**config.mk**
```make
export PLATFORM = sky130hd
export DESIGN_NAME = alu_frame_if
export DESIGN_NICKNAME = d
export VERILOG_FILES = /design/src/rtl/alu_frame_if.sv
export SDC_FILE = /design/constraint.sdc
export NUM_CORES = 1
export LEC_CHECK = 0
export ABC_AREA = 1
export CORE_UTILIZATION = 40
export DETAILED_ROUTE_END_ITERATION = 6
export GPL_TIMING_DRIVEN = 1
export PLACE_DENSITY = 0.65
export SETUP_SLACK_MARGIN = 0.15
export SLEW_MARGIN = 0
export SYNTH_ARGS = -nofsm -noshare
export SYNTH_HDL_FRONTEND = slang
export SYNTH_SLANG_ARGS = --single-unit
```
**constraint.sdc**
```tcl
create_clock -name i_clk -period 2 [get_ports i_clk]
set_clock_uncertainty 0.15 [all_clocks]
set_input_delay 0.4 -clock i_clk [delete_from_list [all_inputs] [get_ports i_clk]]
set_output_delay 0.4 -clock i_clk [all_outputs]
set_load 0.02 [all_outputs]
```
**src/rtl/alu_frame_if.sv**
```systemverilog
// Frame controller between the UART RX/TX FIFOs and the ALU: opcode, N_OPERANDS bytes, check byte in; result and its check byte out.
// Latency: check byte read at cycle t, result written to TX at t+1+ALU_LAT when the TX FIFO is not full.
// Backpressure: RX is popped only when non-empty in the receive states; TX words wait in registers while i_tx_full is high.
// Optional: define ALU_FRAME_IF_ERR_RESP_EN to answer check mismatches and timeouts with a single ERR_BYTE word.
module alu_frame_if #(
  parameter int                  NB_DATA        = 8,
  parameter int                  NB_OPCODE      = 6,
  parameter int                  N_OPERANDS     = 2,
  parameter int                  ALU_LAT        = 1,
  parameter int                  TIMEOUT_CYCLES = 1024,
  parameter logic [NB_DATA-1:0]  ERR_BYTE       = 8'hEE
) (
  input  logic                         i_clk,
  input  logic                         i_reset,
  input  logic [NB_DATA-1:0]           i_rx_data,
  input  logic                         i_rx_empty,
  output logic                         o_rx_read,
  input  logic                         i_tx_full,
  output logic                         o_tx_write,
  output logic [NB_DATA-1:0]           o_tx_data,
  output logic [NB_OPCODE-1:0]         o_opcode,
  output logic [N_OPERANDS*NB_DATA-1:0] o_operands,
  input  logic [NB_DATA-1:0]           i_alu_result,
  output logic                         o_alu_valid,
  output logic                         o_busy,
  output logic                         o_crc_err,
  output logic                         o_timeout
);

  localparam int IW = (N_OPERANDS > 1) ? $clog2(N_OPERANDS) : 1;
  localparam int TW = (TIMEOUT_CYCLES > 1) ? $clog2(TIMEOUT_CYCLES + 1) : 1;
  localparam logic [NB_DATA-1:0] ONES = '1;

  // Reject parameter sets the datapath cannot represent.
  if (N_OPERANDS < 1 || N_OPERANDS > 8 || ALU_LAT < 1 || ALU_LAT > 15 ||
      NB_OPCODE > NB_DATA || $bits(ERR_BYTE) != NB_DATA) begin : g_param_err
    $error("alu_frame_if: illegal parameter set");
  end

  typedef enum logic [2:0] {
    S_IDLE,
    S_RX_OPND,
    S_RX_CRC,
    S_EXEC,
    S_TX_RES,
    S_TX_CHK
`ifdef ALU_FRAME_IF_ERR_RESP_EN
    , S_TX_ERR
`endif
  } state_t;

  // Where an errored frame goes: an error word response, or straight back to idle.
`ifdef ALU_FRAME_IF_ERR_RESP_EN
  localparam state_t S_ERR_NEXT = S_TX_ERR;
`else
  localparam state_t S_ERR_NEXT = S_IDLE;
`endif

  state_t                        state_q;
  logic [NB_OPCODE-1:0]          opcode_q;
  logic [N_OPERANDS*NB_DATA-1:0] operands_q;
  logic [NB_DATA-1:0]            running_q;
  logic [IW-1:0]                 idx_q;
  logic [3:0]                    lat_q;
  logic [TW-1:0]                 idle_cnt_q, idle_cnt_d;
  logic [NB_DATA-1:0]            tx_data_q;
  logic                          alu_valid_q, crc_err_q, timeout_q;

  logic in_rx, in_tx, rx_read, tx_write, crc_bad, to_hit;

  // FIFO handshakes, error detection and the idle counter's next value.
  always_comb begin
    in_rx = (state_q == S_RX_OPND) || (state_q == S_RX_CRC);
    in_tx = (state_q == S_TX_RES) || (state_q == S_TX_CHK);
`ifdef ALU_FRAME_IF_ERR_RESP_EN
    in_tx = in_tx || (state_q == S_TX_ERR);
`endif
    rx_read  = !i_reset && ((state_q == S_IDLE) || in_rx) && !i_rx_empty;
    tx_write = !i_reset && in_tx && !i_tx_full;
    crc_bad  = (state_q == S_RX_CRC) && rx_read && (i_rx_data != (running_q ^ ONES));
    to_hit   = (TIMEOUT_CYCLES != 0) && in_rx && i_rx_empty &&
               (int'(idle_cnt_q) + 1 == TIMEOUT_CYCLES);
    // Counts only starved cycles inside a frame; any read or abort restarts it.
    idle_cnt_d = (in_rx && i_rx_empty && !to_hit) ? idle_cnt_q + 1'b1 : '0;
  end

  // Frame state machine: capture, check, execute, respond; error pulses are registered.
  always_ff @(posedge i_clk) begin
    if (i_reset) begin
      state_q     <= S_IDLE;
      opcode_q    <= '0;
      operands_q  <= '0;
      running_q   <= '0;
      idx_q       <= '0;
      lat_q       <= '0;
      idle_cnt_q  <= '0;
      tx_data_q   <= '0;
      alu_valid_q <= 1'b0;
      crc_err_q   <= 1'b0;
      timeout_q   <= 1'b0;
    end else begin
      alu_valid_q <= 1'b0;
      crc_err_q   <= 1'b0;
      timeout_q   <= 1'b0;
      idle_cnt_q  <= idle_cnt_d;
      case (state_q)
        S_IDLE: begin
          if (rx_read) begin
            opcode_q  <= i_rx_data[NB_OPCODE-1:0];
            running_q <= i_rx_data;
            idx_q     <= '0;
            state_q   <= S_RX_OPND;
          end
        end
        S_RX_OPND: begin
          if (rx_read) begin
            operands_q[int'(idx_q)*NB_DATA +: NB_DATA] <= i_rx_data;
            running_q <= running_q ^ i_rx_data;
            if (idx_q == IW'(N_OPERANDS - 1)) state_q <= S_RX_CRC;
            else idx_q <= idx_q + 1'b1;
          end
        end
        S_RX_CRC: begin
          // Mismatch is handled by the error override below.
          if (rx_read && !crc_bad) begin
            state_q     <= S_EXEC;
            alu_valid_q <= 1'b1;
            lat_q       <= '0;
          end
        end
        S_EXEC: begin
          // Operands are stable here; sample the ALU once its latency has elapsed.
          if (lat_q == 4'(ALU_LAT - 1)) begin
            tx_data_q <= i_alu_result;
            state_q   <= S_TX_RES;
          end else begin
            lat_q <= lat_q + 1'b1;
          end
        end
        S_TX_RES: begin
          if (!i_tx_full) begin
            tx_data_q <= tx_data_q ^ ONES;
            state_q   <= S_TX_CHK;
          end
        end
        S_TX_CHK: begin
          if (!i_tx_full) state_q <= S_IDLE;
        end
`ifdef ALU_FRAME_IF_ERR_RESP_EN
        S_TX_ERR: begin
          if (!i_tx_full) state_q <= S_IDLE;
        end
`endif
        default: state_q <= S_IDLE;
      endcase
      // A bad check byte or a starved frame abandons the frame.
      if (crc_bad || to_hit) begin
        state_q   <= S_ERR_NEXT;
        crc_err_q <= crc_bad;
        timeout_q <= to_hit;
`ifdef ALU_FRAME_IF_ERR_RESP_EN
        tx_data_q <= ERR_BYTE;
`endif
      end
    end
  end

  assign o_rx_read   = rx_read;
  assign o_tx_write  = tx_write;
  assign o_tx_data   = tx_data_q;
  assign o_opcode    = opcode_q;
  assign o_operands  = operands_q;
  assign o_alu_valid = alu_valid_q;
  assign o_busy      = (state_q != S_IDLE);
  assign o_crc_err   = crc_err_q;
  assign o_timeout   = timeout_q;

endmodule

```
==> results of run 1 <==
-- layout make-up --
class                      count  area share
timing repair inverter         1     0.00181
clock inverter                 7      0.0199
sequential                    60       0.291
timing repair buffer          86       0.198
clock buffer                   9      0.0298
multi-input combinational    289       0.376
inverter                      59      0.0542
tap                           99      0.0298
-- sequential cells by signal, summed over array words and instances, names as in the netlist, 3 cells and up --
| signal | cells |
|---|---|
| o_operands | 16 |
| o_tx_data | 8 |
| idle_cnt_q | 11 |
| running_q | 8 |
| o_opcode | 6 |
| state_q | 3 |
| lat_q | 4 |
-- cells in the mapped netlist --
cell      count
o21bai_1      2
nor2_1       42
nand2_1      89
dfxtp_1      60
clkbuf_1      2
nor4_1        1
xnor2_1       1
nand2_2       7
nor2_2        5
o21ai_1       1
nor3_1        1
nand3_1      24
inv_2         4
buf_6         7
nand3_4       1
a31oi_1       1
inv_1        55
a21oi_1      49
xor2_1        1
or2_2         1
nand3b_1      2
nor2_4        6
a21boi_0      1
o21ai_4       1
o21ai_0      40
nand4_1       4
ha_1          4
buf_4         1
a21oi_4       1
nand3_2       2
nand4_4       1
buf_2         3
-- power by group through the flow --
stage | combinational [µW] | sequential [µW] | clock (µW)
global route | 515 | 1270 | 1210
detailed placement | 447 | 1290 | 0
floorplan | 244 | 1320 | 0
CTS | 435 | 1270 | 1160
finish | 460 | 1270 | 1130
global placement | 438 | 1290 | 0
-- metal layers --
metal,part of all wire,track usage,vias up
met1,0.44,0.202,1300
met2,0.49,0.322,56
met4,0.028,0.0997,0
met3,0.039,0.0382,16
met5,0,0,-
li1,-,-,1531
-- final timing paths --
path	startpoint	to	slack [ps]	cells past startpoint
max	o_opcode[5]$_SDFFE_PP0P_	o_opcode[5]	170	1
min	o_opcode[1]$_SDFFE_PP0P_	o_opcode[1]$_SDFFE_PP0P_	310	2
max reg2reg	idle_cnt_q[1]$_SDFF_PP0_	idle_cnt_q[4]$_SDFF_PP0_	210	10
min reg2reg	o_opcode[1]$_SDFFE_PP0P_	o_opcode[1]$_SDFFE_PP0P_	310	2
-- cell families (layout without fill, tap and decap cells) --
group / Yosys count / in the layout
compound gates: 96 / 96
flops: 60 / 60
xor+xnor: 2 / 2
simple gates: 186 / 187
fa+ha+maj: 4 / 4
buf+inv: 72 / 162
-- timing repair --
item	in CTS	in global routing
resized for setup	30	52
hold endpoints to repair	0	0
gates cloned	0	2
pin swaps	0	17
buffers inserted	0	2
setup endpoints to repair	65	54
-- stage by stage --
| step | power [µW] | cell area [µm²] |
|---|---|---|
| after floorplan | 1560 | 2990 |
| after global placement | 1730 | 3780 |
| after detailed placement | 1740 | 3780 |
| after CTS | 2860 | 3970 |
| after global routing | 3000 | 4160 |
| final | 2860 | 4160 |
==> metrics.md, run 1 <==
| Metric | Value |
|---|---|
| Final Wtd Congestion | 0.830 |
| Leakage | 0.00207 µW |
| Critical path arrival | 1280 ps |
| CTS Root Cell | clkbuf_8 |
| Synth top area share | 0.403 |
| Die Width | 88.3 µm |
| Diode count | 0 |
| Final WS setup | 173 ps |
| Crit path buf inv count | 1 |
| Crit path kind | reg -> out |
| CTS clk-pin slew, worst paths | 70 ps |
| Power per cell area | 687 nW/µm² |
| Placed insts | 590 |
| Vias in the first global route | 2604 |
| Pre-antenna DRT Iters | 4 |
| Syn Area/Cell | 7.10 µm² |
| Core area | 7210 µm² |
| Synth unique cells | 32 |
| Crit-path max FO | 2 |
| Worst Max-Slew Pin Slew | 379 ps |
| Layout Utilization | 0.576 |
| Sequential fraction of the synthesis area | 0.403 |
| Wire per inst | 11.4 µm |
| Yosys warns | 0 |
| Proportion of synthesized area in mux cells | 0 |
| DRC | 0 |
| Compound-Gate Fraction of Synth Area | 0.172 |
| TritonCTS Buffers | 9 |
| Combinational family with the most area after synthesis | simple AND/OR/NAND/NOR gates |
| Synthesized flop and latch total | 60 |
| FF+latch area | 1210 µm² |
| Comb pwr share | 0.161 |
| Most frequent cells in the layout | nand2_1 (84), dfxtp_1 (56), inv_1 (52) |
| Filler cells | 703 |
| Fin crit period | 1830 ps |
| Critical path cell sequence | clkdlybuf4s50_1 |
| Max-slew violations | 0 |
| Cell row count | 31 |
| Initial Utilization | 0.413 |
| Crit path largest cell delay | 600 ps |
| Aggregate global-route resource usage | 0.181 |
| Post-synthesis adder-cell area fraction | 0.0168 |
| Die ar. | 7800 µm² |
| Antenna Violating Nets Remaining | 0 |
| CTS tree | built |
| Clk sinks | 60 |
| DP Wirelength | 5010 µm |
| CP endpoint kind | output pin |
| Largest net degree at the start of global routing | 32 |
| Clock power share | 0.395 |
| Mapped Cells | 420 |
| Flop pwr share | 0.444 |
| Synth Area in Simple Gates | 0.292 |
| Net load switching power | 835 µW |
| Top post-synthesis cells by area | dfxtp_1 (40%), nand2_1 (11%), a21oi_1 (8.2%) |
| Area growth, synth to finish | 39.4% |
| Vias per cell | 4.76 |
| Status | finished, final reports clean |
| Hold Slack | 309 ps |
| Non-Filler Instances | 610 |
| Final-report hold violation count | 0 |
| RSZ-0062 raised after global routing | yes |
| Clk_lat worst skew | 340 ps |
| Post-Syn Area | 2980 µm² |
| Total number of vias | 2903 |
| Grt ovf | 0 |
| Post-place setup slack | -436 ps |
| Fin nets | 530 |
| Detailed-route wire length | 6960 µm |
| Layout cell share with drive strength beyond 1 | 0.209 |
| Htree depth | 3 |
| XOR/XNOR Fraction of Synth Area | 0.00587 |
| Fmax | 547 MHz |
| Family with the most delay on the worst path | buffers and inverters |
| 1st-iter DRT viols | 79 |
| Setup_tns | 0 ps |
| First-pass GRT wire length | 10900 µm |
| Cts hold-fix bufs | 0 |
| Number of primary I/O pins | 56 |
| Fin crit share | 0.914 |
| Maximum vdd drop | 0.000406 V |
| Max Root-Sink Buffers | 2 |
| Multi-input logic area | 1560 µm² |
| # setup viols final | 0 |
| Internal power | 2020 µW |
| Worst min path class | reg -> reg |
| Die height | 88.3 µm |
| CP startpoint kind | flop |
| Port Buf Inserts | 55 |
| Worst path slowest cell | clkdlybuf4s50_1 |
| Slew margin rel. | 0.746 |
| Syn_nets | 444 |
| Commonest non-fill, non-tap cell in the layout | nand2_1 |
| Worst path required time | 1450 ps |
| Max_cap viols | 0 |
| Initial antenna violation count | 0 |
| Leading area contributor after synthesis | dfxtp_1 |
| Switching Fraction | 0.292 |
Power figures use the tool's default switching activity.
==> inputs of run 2 (changes only) <==
CAP_MARGIN = 25   (was default)
==> results of run 2 <==
Same layout as run 1: the final DEF is identical, and so are final timing and power.
==> inputs of run 3 (changes only) <==
CORE_MARGIN = 10   (was default)
CTS_CLUSTER_SIZE = 28   (was default)
==> metrics.md, run 3 (synthesis results as in run 1) <==
| Metric | Value |
|---|---|
| Max FFs per register | 16 |
| Clk sinks | 60 |
| Worst path required time | 1450 ps |
| Net load switching power | 782 µW |
| Power per cell area | 659 nW/µm² |
| Die ar. | 11300 µm² |
| Maximum vdd drop | 0.000480 V |
| Internal power | 1860 µW |
| CTS clk-pin slew, worst paths | 60 ps |
| Comb pwr share | 0.168 |
| DP Wirelength | 5440 µm |
| Crit-path max FO | 1 |
| Worst min path class | reg -> reg |
| CTS tree | built |
| Hold Slack | 309 ps |
| Reg-to-reg slack, setup | 260 ps |
| Worst Max-Slew Pin Slew | 389 ps |
| Vias in the first global route | 2707 |
| 1st-iter DRT viols | 87 |
| Post-CTS Setup Repair Bufs | 0 |
| Max_cap viols | 0 |
| Fin crit share | 0.889 |
| Slew margin rel. | 0.740 |
| Max-slew violations | 0 |
| Initial antenna violation count | 0 |
| Family with the most delay on the worst path | buffers and inverters |
| Hold endpoint | o_opcode[0]$_SDFFE_PP0P_ |
| Clock power share | 0.352 |
| Core area | 7250 µm² |
| Total number of vias | 2852 |
| Worst path slowest cell | clkdlybuf4s50_1 |
| DRC | 0 |
| TritonCTS Buffers | 9 |
| Die height | 106 µm |
| Leakage | 0.00197 µW |
| Aggregate global-route resource usage | 0.130 |
| Flop pwr share | 0.480 |
| Status | finished, final reports clean |
| Layout Utilization | 0.554 |
| CP startpoint kind | flop |
| Fin crit period | 1780 ps |
| Cts hold-fix bufs | 0 |
| Fmax | 562 MHz |
| Diode count | 0 |
| Largest net degree at the start of global routing | 32 |
| Critical path arrival | 1230 ps |
| # setup viols final | 0 |
| Port Buf Inserts | 55 |
| Final Wtd Congestion | 0.833 |
| Crit path kind | reg -> out |
| Critical path cell sequence | clkdlybuf4s50_1 |
| CTS Root Cell | clkbuf_8 |
| Wire per inst | 12.2 µm |
| Crit path largest cell delay | 590 ps |
| Worst r2r path cells | 8 |
| Switching Fraction | 0.296 |
| Number of primary I/O pins | 56 |
| Vias per cell | 4.71 |
| Most frequent cells in the layout | nand2_1 (86), dfxtp_1 (57), inv_1 (53) |
| Hold path cells | 2 |
| Commonest non-fill, non-tap cell in the layout | nand2_1 |
| Final-report hold violation count | 0 |
| CP endpoint kind | output pin |
| Area growth, synth to finish | 34.7% |
| Pre-antenna DRT Iters | 4 |
| Layout cell share with drive strength beyond 1 | 0.178 |
| Critical path depth | 1 |
| Detailed-route wire length | 7380 µm |
| RSZ-0062 raised after global routing | yes |
| Crit path buf inv count | 1 |
| Fin nets | 525 |
| Grt ovf | 0 |
| Cell row count | 31 |
| HP Start | o_opcode[0]$_SDFFE_PP0P_ |
| Clk_lat worst skew | 340 ps |
| Antenna Violating Nets Remaining | 0 |
| Die Width | 106 µm |
| First-pass GRT wire length | 12200 µm |
| FF-to-FF Start | state_q[1]$_SDFFE_PP0P_ |
| Htree depth | 3 |
| Max Root-Sink Buffers | 2 |
| Initial Utilization | 0.411 |
| R2R Path End | state_q[1]$_SDFFE_PP0P_ |
[run 3: layer usage]
metal | part of all wire | global-route usage
met5 | 0 | 0
met4 | 0.0054 | 0.0426
met3 | 0.052 | 0.0513
met2 | 0.51 | 0.223
met1 | 0.43 | 0.143
[run 3: power by group through the flow]
stage                     Sequential (µW)  Clock (µW)  Combinational (µW)
after detailed placement             1300           0                 445
after global routing                 1280        1020                 500
final                                1270         931                 444
after global placement               1290           0                 436
after CTS                            1270         969                 427
after floorplan                      1320           0                 244
[run 3: timing repair]
item	4_1_cts	5_1_grt
setup endpoints to repair	70	52
resized for setup	43	31
cloned	0	2
pin swaps	1	4
[run 3: cell type report]
type / instances / area, µm²
tap: 99 / 124
sequential: 60 / 1210
clock inverter: 6 / 41.3
clock buffer: 10 / 128
inverter: 59 / 225
multi-input combinational: 289 / 1540
timing repair inverter: 1 / 7.51
fill: 694 / 3240
timing repair buffer: 81 / 742
[run 3: worst min-delay path: cells and delay by family, from the launching register on]
kind             cells  cell delay [ps]
AND/OR/NAND/NOR      1               60
flip-flops           1              310
AO/OA/AOI/OAI        1               50
[run 3: through the flow]
step / cells / instance area, µm² / TNS, ps / setup WS (ps) / total power (µW)
3_3_place_gp: 587 / 3760 / -10860 / -505 / 1730
2_1_floorplan: 420 / 2990 / 0 / 233 / 1560
4_1_cts: 603 / 3890 / 0 / 150 / 2660
6_report: 605 / 4020 / 0 / 221 / 2640
5_1_grt: 605 / 4020 / 0 / 104 / 2800
3_5_place_dp: 587 / 3760 / -11790 / -519 / 1740
[run 3: worst max-delay path by stage]
stage	startpoint	endpoint	slack, ps
finish	o_alu_valid$_SDFF_PP0_	o_alu_valid	220
global route	state_q[1]$_SDFFE_PP0P_	state_q[2]$_SDFFE_PP0P_	100
floorplan	i_reset	o_tx_write	230
detailed placement	i_reset	o_tx_write	-520
global placement	i_reset	o_tx_write	-500
CTS	o_operands[14]$_SDFFE_PP0P_	o_operands[14]	150
